$ cat src/rtl/dma_ch_programmer.sv
// Host-side sequencer that arms one 8237A-style DMA channel through its CPU register port
// and optionally polls the status register until that channel reports terminal count.
module dma_ch_programmer #(
    parameter int STROBE_CYCLES = 2
) (
    input  logic        CLK,
    input  logic        RESET,
    input  logic        start,
    input  logic [1:0]  ch,
    input  logic [15:0] base_addr,
    input  logic [15:0] word_count,
    input  logic [5:0]  mode_bits,
    input  logic        cmd_wr_en,
    input  logic [7:0]  cmd_byte,
    input  logic        poll_en,
    input  logic        abort,
    input  logic [7:0]  db_in,
    output logic        cs_n,
    output logic        ior_n,
    output logic        iow_n,
    output logic [3:0]  a_out,
    output logic [7:0]  db_out,
    output logic        db_oe,
    output logic        busy,
    output logic        done,
    output logic        err,
    output logic [7:0]  status_q
);

    localparam int CNT_W = (STROBE_CYCLES > 1) ? $clog2(STROBE_CYCLES) : 1;
    localparam logic [CNT_W-1:0] CNT_LAST = CNT_W'(STROBE_CYCLES - 1);

    typedef enum logic [2:0] {
        ST_IDLE     = 3'd0,
        ST_SETUP    = 3'd1,
        ST_STROBE   = 3'd2,
        ST_HOLD     = 3'd3,
        ST_POLL_GAP = 3'd4,
        ST_DONE     = 3'd5
    } state_t;

    state_t           state_r;
    logic [CNT_W-1:0] cnt_r;
    logic [2:0]       step_r;
    logic             reading_r;
    logic             polled_r;
    logic             aborted_r;
    logic [1:0]       ch_r;
    logic [15:0]      base_r;
    logic [15:0]      wc_r;
    logic [5:0]       mode_r;
    logic [7:0]       cmd_r;
    logic             poll_en_r;

    logic             cs_n_r;
    logic             ior_n_r;
    logic             iow_n_r;
    logic [3:0]       a_r;
    logic [7:0]       dbo_r;
    logic             oe_r;
    logic             busy_r;
    logic             done_r;
    logic             err_r;
    logic [7:0]       status_r;

    logic [3:0]       bus_a_s;
    logic [7:0]       bus_d_s;

    assign cs_n     = cs_n_r;
    assign ior_n    = ior_n_r;
    assign iow_n    = iow_n_r;
    assign a_out    = a_r;
    assign db_out   = dbo_r;
    assign db_oe    = oe_r;
    assign busy     = busy_r;
    assign done     = done_r;
    assign err      = err_r;
    assign status_q = status_r;

    // Address/data for the bus cycle currently being sequenced
    always_comb begin
        bus_a_s = 4'h0;
        bus_d_s = 8'h00;
        if (reading_r) begin
            bus_a_s = 4'h8;
            bus_d_s = 8'h00;
        end else begin
            case (step_r)
                3'd0:    begin bus_a_s = 4'h8;                 bus_d_s = cmd_r;           end
                3'd1:    begin bus_a_s = 4'hC;                 bus_d_s = 8'h00;           end
                3'd2:    begin bus_a_s = {1'b0, ch_r, 1'b0};   bus_d_s = base_r[7:0];     end
                3'd3:    begin bus_a_s = {1'b0, ch_r, 1'b0};   bus_d_s = base_r[15:8];    end
                3'd4:    begin bus_a_s = {1'b0, ch_r, 1'b1};   bus_d_s = wc_r[7:0];       end
                3'd5:    begin bus_a_s = {1'b0, ch_r, 1'b1};   bus_d_s = wc_r[15:8];      end
                3'd6:    begin bus_a_s = 4'hB;                 bus_d_s = {mode_r, ch_r};  end
                3'd7:    begin bus_a_s = 4'hA;                 bus_d_s = {6'b000000, ch_r}; end
                default: begin bus_a_s = 4'h0;                 bus_d_s = 8'h00;           end
            endcase
        end
    end

    // Sequencer FSM; bus outputs are registered from the state one clock behind it
    always_ff @(posedge CLK or posedge RESET) begin
        if (RESET) begin
            state_r   <= ST_IDLE;
            cnt_r     <= '0;
            step_r    <= 3'd0;
            reading_r <= 1'b0;
            polled_r  <= 1'b0;
            aborted_r <= 1'b0;
            ch_r      <= 2'd0;
            base_r    <= 16'h0000;
            wc_r      <= 16'h0000;
            mode_r    <= 6'd0;
            cmd_r     <= 8'h00;
            poll_en_r <= 1'b0;
            cs_n_r    <= 1'b1;
            ior_n_r   <= 1'b1;
            iow_n_r   <= 1'b1;
            a_r       <= 4'h0;
            dbo_r     <= 8'h00;
            oe_r      <= 1'b0;
            busy_r    <= 1'b0;
            done_r    <= 1'b0;
            err_r     <= 1'b0;
            status_r  <= 8'h00;
        end else begin
            busy_r <= (state_r != ST_IDLE);
            done_r <= (state_r == ST_DONE);

            case (state_r)
                ST_SETUP: begin
                    cs_n_r  <= 1'b0;
                    ior_n_r <= 1'b1;
                    iow_n_r <= 1'b1;
                    a_r     <= bus_a_s;
                    dbo_r   <= bus_d_s;
                    oe_r    <= ~reading_r;
                end
                ST_STROBE: begin
                    cs_n_r  <= 1'b0;
                    ior_n_r <= ~reading_r;
                    iow_n_r <= reading_r;
                    oe_r    <= ~reading_r;
                end
                ST_HOLD: begin
                    cs_n_r  <= 1'b0;
                    ior_n_r <= 1'b1;
                    iow_n_r <= 1'b1;
                    oe_r    <= ~reading_r;
                end
                default: begin
                    cs_n_r  <= 1'b1;
                    ior_n_r <= 1'b1;
                    iow_n_r <= 1'b1;
                    oe_r    <= 1'b0;
                end
            endcase

            case (state_r)
                ST_IDLE: begin
                    // busy_r still high here means DONE was just left; wait one more clock
                    if (start && !busy_r) begin
                        ch_r      <= ch;
                        base_r    <= base_addr;
                        wc_r      <= word_count;
                        mode_r    <= mode_bits;
                        cmd_r     <= cmd_byte;
                        poll_en_r <= poll_en;
                        step_r    <= cmd_wr_en ? 3'd0 : 3'd1;
                        reading_r <= 1'b0;
                        polled_r  <= 1'b0;
                        aborted_r <= 1'b0;
                        err_r     <= 1'b0;
                        state_r   <= ST_SETUP;
                    end else begin
                        state_r   <= ST_IDLE;
                    end
                end
                ST_SETUP: begin
                    cnt_r   <= '0;
                    state_r <= ST_STROBE;
                end
                ST_STROBE: begin
                    if (cnt_r == CNT_LAST) begin
                        state_r <= ST_HOLD;
                    end else begin
                        cnt_r   <= cnt_r + CNT_W'(1);
                    end
                end
                ST_HOLD: begin
                    // This edge closes the last strobe-low clock of a read
                    if (reading_r) begin
                        status_r <= db_in;
                        polled_r <= 1'b1;
                    end
                    if (abort) begin
                        aborted_r <= 1'b1;
                        state_r   <= ST_DONE;
                    end else if (!reading_r && (step_r != 3'd7)) begin
                        step_r  <= step_r + 3'd1;
                        state_r <= ST_SETUP;
                    end else if (poll_en_r) begin
                        reading_r <= 1'b1;
                        state_r   <= ST_POLL_GAP;
                    end else begin
                        state_r <= ST_DONE;
                    end
                end
                ST_POLL_GAP: begin
                    if (abort) begin
                        aborted_r <= 1'b1;
                        state_r   <= ST_DONE;
                    end else if (polled_r && status_r[ch_r]) begin
                        state_r <= ST_DONE;
                    end else begin
                        state_r <= ST_SETUP;
                    end
                end
                ST_DONE: begin
                    err_r   <= aborted_r;
                    state_r <= ST_IDLE;
                end
                default: begin
                    state_r <= ST_IDLE;
                end
            endcase
        end
    end

endmodule

$ cat config.mk
export PLATFORM = sky130hd
export DESIGN_NAME = dma_ch_programmer
export DESIGN_NICKNAME = d
export VERILOG_FILES = /design/src/rtl/dma_ch_programmer.sv
export SDC_FILE = /design/constraint.sdc
export NUM_CORES = 1
export LEC_CHECK = 0
export CORE_UTILIZATION = 50
export DETAILED_ROUTE_END_ITERATION = 12
export GPL_ROUTABILITY_DRIVEN = 1
export PLACE_DENSITY = 0.76
export SYNTH_ARGS = -nofsm -noshare
export SYNTH_HDL_FRONTEND = slang
export SYNTH_SLANG_ARGS = --single-unit
$ cat constraint.sdc
create_clock -name CLK -period 3.98 [get_ports CLK]
set_input_delay 0.796 -clock CLK [delete_from_list [all_inputs] [get_ports CLK]]
set_output_delay 0.796 -clock CLK [all_outputs]
set_load 0.02 [all_outputs]
======== Yosys cells after proc, flatten, opt, wreduce, memory -nomap -nowiden ========
Index checks and enable logic that the tools add are counted.
word-level totals
  memory bits (writable) .................. 0
  output and inout port bits .............. 27
  input port bits ......................... 62
  register bits ........................... 86
  bits in latches ......................... 0
  memory bits (read-only) ................. 0
  memories kept ........................... 0
cells by class
  $add $sub $neg .......................... 2
  bitwise gates (word level) .............. 1
  magnitude comparators ................... 1
  eq/ne operators ......................... 21
  reduce and logical (&&, ||, !) cells .... 23
  muxes and demuxes ....................... 35
  multiply operators ...................... 0
  shifts and indexed selects .............. 0
  divide/modulo/power cells ............... 0
operators with widths
  cell                 count
  $pmux 8 s8           1
  $mux 3               8
  $pmux 4 s6           1
  $eq 3x3->1 const B   6
  $mux 1               15
  $pmux 3 s5           1
  $ne 2x2->1 const B   7
  $eq 3x2->1 const B   4
  $pmux 1 s2           5
  $mux 8               1
  $reduce_bool 2->1    4
  $eq 3x1->1 const B   2
  $logic_not 3->1      2
  $pmux 3 s2           1
  $reduce_and 2->1     3
  $reduce_and 3->1     2
  $reduce_or 2->1      3
  $reduce_and 5->1     1
  $lt 2x4->1 const B   1
  $mux 4               1
  $reduce_and 4->1     1
  $add 3x1->3 const B  1
  $logic_and 1x1->1    3
  $ne 3x3->1 const B   1
  7 further kinds      8

======== Logic depth before layout (Yosys ltp) ========
  word-level depth ........................ 6
  mapped depth ............................ 8
  depth with buffers taken out ............ 6

======== Worst setup path before layout ========
OpenSTA, ideal clock, no wires.
  kind .................................... register -> register
  from .................................... register step_r[2]
  to ...................................... register dbo_r[2], in the netlist db_out[2]
  buffers on the path ..................... 2
  path slack .............................. 2.106 ns
  cell stages (with the launch flop) ...... 9
  required time ........................... 3.848 ns
  arrival ................................. 1.742 ns
  cell sequence ........................... dfrtp_1 -> buf_2 -> inv_1 -> ha_1 -> nor3_2 -> nand2_1 -> buf_2 -> o21ai_0 -> o21ai_0
between the ends
  longest elaborated chain between the ends .. 3
ends and longest elaborated chain
  what                                      line  source
  start, declared                           44    logic [2:0] step_r;
  start signal, assigned                    170   step_r <= cmd_wr_en ? 3'd0 : 3'd1;
  start signal, assigned                    201   step_r <= step_r + 3'd1;
  $eq 3x3->1, or another cell as far along  88    case (step_r)
  $pmux 8 s8 (*)                            88
  $mux 8 (*)                                84    if (reading_r) begin
  end signal, assigned                      137   dbo_r <= bus_d_s;
  end, declared                             59    logic [7:0] dbo_r;
Mark *: on every way between the ends. The rest lies on a longest branch, timed or not.
A chain may end at the register's enable or synchronous reset.

======== Final worst setup path ========
  from .................................... register step_r[2]
  to ...................................... register dbo_r[1], in the netlist db_out[1]
Same word-level chain as after synthesis.

==> flow_summary_export.csv <==
group,metric,value,unit
drt,drt_iter0_drc,182,
timing,worst_slew_pin_slew,1.02,ns
worst_setup_path,crit_fanout,16,
die,dieHeight,90.1,um
drt,routed-via-count,3143,
clock_tree,cts_resized,0,
global_route,use_met3,4.65,%
yosys,synth.yosys.seq_area_share,55.5,%
yosys,synth_edf_count,0,
drt,dr.pass1.iters,5,
yosys,ys_types,44,
timing,setup_violations,0,
global_route,grt_pass1_vias,2932,
worst_setup_path,reg2reg_slack,1.41,ns
die,coreArea,7370,um^2
power,leakage,0.00232,uW
layout,layout_commonest_cell,"nand2_1",
global_route,grt_use_met1,33.8,%
worst_setup_path,crit_required,4.26,ns
timing,finalCritPeriodShare,64.5,%
die,placementRows,31,
yosys,synth_area,3880,um^2
timing,rsz0062_at_grt,"no",
clock_tree,cts_max_level,3,
global_route,grt_max_degree,53,
placement,hpwl,5990,um
global_route,grt_use_total,22.9,%
global_route,antenna_found_initial,0,
worst_setup_path,arrival,2.84,ns
outcome,status,"completed",
yosys,ys_async_sr_fraction,100,%
timing,finClkSkew,0.00721,ns
placement,dp_cells,578,
layout,final_cells,594,
timing,relSlewSlack,32.0,%
clock_tree,cts_tree,"yes",
timing,fmax,390,MHz
power,p_total,3430,uW
clock_tree,numCtsBuffers,9,
worst_setup_path,worstSetupPathType,"reg -> reg",
clock_tree,path_clk_slew,0.09,ns
drt,wl_per_cell,14.5,um
die,die_w,90.1,um
power,power.density,687,nW/um^2
yosys,ys_warn_count,0,
drt,ant_nets,0,
die,die-area,8130,um^2
die,io_pins,89,
worst_setup_path,reg2reg_from,"step_r[2]",
worst_setup_path,critPathCaptureType,"register",
min_path,whs_endpoint,"aborted_r",
drt,drc,0,
min_path,hold_start,"aborted_r",
layout,diodes,0,
worst_setup_path,rr_endpoint,"db_out[1]",
worst_setup_path,ff2ff_path_depth,6,
clock_tree,post_cts_buffers,0,
yosys,synth_ff_type,"dfrtp_1",
layout,nNetsFinal,558,
power,ir_worst_vdd,288,uV
clock_tree,cts_root_buf,"clkbuf_8",
timing,slew_violations,0,
layout,area_delta_synth_final,28.7,%
yosys,syn-num-nets,481,
worst_setup_path,start_kind,"register",
layout,drive_gt1_share,9.09,%
global_route,busiest_layer,"met1",
clock_tree,cts_sinks,86,
drt,routed_wl,8640,um
clock_tree,hold_buffers,0,
global_route,met2_usage,33.5,%
clock_tree,clk_latency,0.36,ns
layout,final_cell_mix,"nand2_1 (172), clkdlybuf4s50_1 (88), dfrtp_1 (83)",
yosys,syn_inst,413,
global_route,grt_pass1_wl,14600,um
yosys,avgSynthCellArea,9.41,um^2
timing,fin_tns_setup,0,ns
timing,hold_viol_final,0,
global_route,overflow,0,
drt,viasPerCell,5.29,
die,start_util,52.7,%
job,max_cap_violations,0,
min_path,hold_depth,2,
placement,port_buffers,88,
yosys,ys_ff_latch,86,
min_path,hold_path.class,"reg -> reg",
clock_tree,cts_buffer_depth,2,
timing,min_period,2.57,ns
placement,globalplace.congestion,0.783,
-- metal layers --
layer | wire length [um] | up-vias
li1 | - | 1516
met1 | 4100 | 1523
met2 | 4020 | 90
met3 | 376 | 14
met4 | 140 | 0
met5 | 0 | -
-- cells by family (layout without fill, tap and decap cells) --
group                      Yosys count  after routing  share of synthesized area, %
xor gates and xnor gates             1              1                         0.225
adders and majority gates            6              6                          1.93
buffers and inverters               30            112                          3.99
DFF                                 86             86                          55.5
and+or+nand+nor                    212            212                          23.2
muxes                               14             14                          4.35
AOI/OAI and AO/OA                   64             64                          10.9
-- power by group --
group	switching [uW]	internal [uW]	total [uW]
sequential	255	1220	1480
combinational	746	580	1330
clock	323	310	633
-- registers in the layout, indices dropped and copies added (netlist names), 2 cells and up --
| signal | flops |
|---|---|
| base_r | 16 |
| wc_r | 16 |
| cmd_r | 8 |
| db_out | 8 |
| status_q | 8 |
| mode_r | 6 |
| a_out | 4 |
| state_r | 3 |
| step_r | 3 |
| ch_r | 2 |
-- how the worst max path moves through the flow --
stage | slack [ns] | depth (start not counted) | end | startpoint
2_1_floorplan | 0.97 | 1 | a_out[0] | RESET
3_3_place_gp | 1.40 | 4 | wc_r[14] | start
3_5_place_dp | 1.31 | 4 | base_r[13] | start
4_1_cts | 1.45 | 6 | db_out[1] | step_r[2]
5_1_grt | 1.23 | 6 | db_out[1] | step_r[2]
6_report | 1.41 | 6 | db_out[1] | step_r[2]
-- worst max-delay path: stages (launching register included) --
cell,delay [ns]
dfrtp_1,0.68
inv_1,0.25
ha_1,0.41
nor3_2,0.38
nand2_1,0.32
and3_1,0.27
o21ai_0,0.17
-- synth_stat cells (2+ instances only) --
| library cell | count | area, um^2 |
|---|---|---|
| nand2_1 | 172 | 646 |
| inv_1 | 6 | 22.5 |
| and2_1 | 2 | 12.5 |
| nor3_1 | 3 | 15.0 |
| nor3_2 | 2 | 20.0 |
| buf_4 | 5 | 37.5 |
| nand3_1 | 3 | 15.0 |
| ha_1 | 6 | 75.1 |
| and3_1 | 3 | 18.8 |
| a222oi_1 | 3 | 30.0 |
| dfrtp_1 | 83 | 2080 |
| nor3b_1 | 2 | 15.0 |
| buf_2 | 6 | 30.0 |
| nor2b_1 | 4 | 25.0 |
| a221oi_1 | 5 | 43.8 |
| buf_6 | 2 | 22.5 |
| and3b_1 | 3 | 26.3 |
| nand2_2 | 2 | 12.5 |
| nor2_1 | 10 | 37.5 |
| dfstp_2 | 3 | 78.8 |
| o21ai_0 | 35 | 175 |
| a22oi_1 | 6 | 45.0 |
| mux2_2 | 13 | 146 |
| o21a_1 | 2 | 15.0 |
| clkbuf_1 | 10 | 37.5 |
| a21oi_1 | 3 | 15.0 |
| a22o_1 | 2 | 17.5 |
-- area by class of cell --
type                       count  area (um^2)
inverter                       6         23.8
timing repair buffer          90          908
tap                           99          124
multi-input combinational    297         1580
sequential                    86         2160
clock buffer                  10          138
clock inverter                 6         71.3
fill                         624         2370
-- per-stage QoR --
stage / cell area [um^2] / worst slack (ns) / utilization, % / hold slack [ns]
after global routing: 5000 / 1.23 / 67.8 / 0.499
after global placement: 4790 / 1.40 / 65.0 / 0.450
after detailed placement: 4790 / 1.31 / 65.0 / 0.458
final: 5000 / 1.41 / 67.8 / 0.480
after floorplan: 3880 / 0.967 / - / 0.438
after CTS: 5000 / 1.45 / 67.8 / 0.478
No activity file was read; power rests on OpenSTA's default activity.
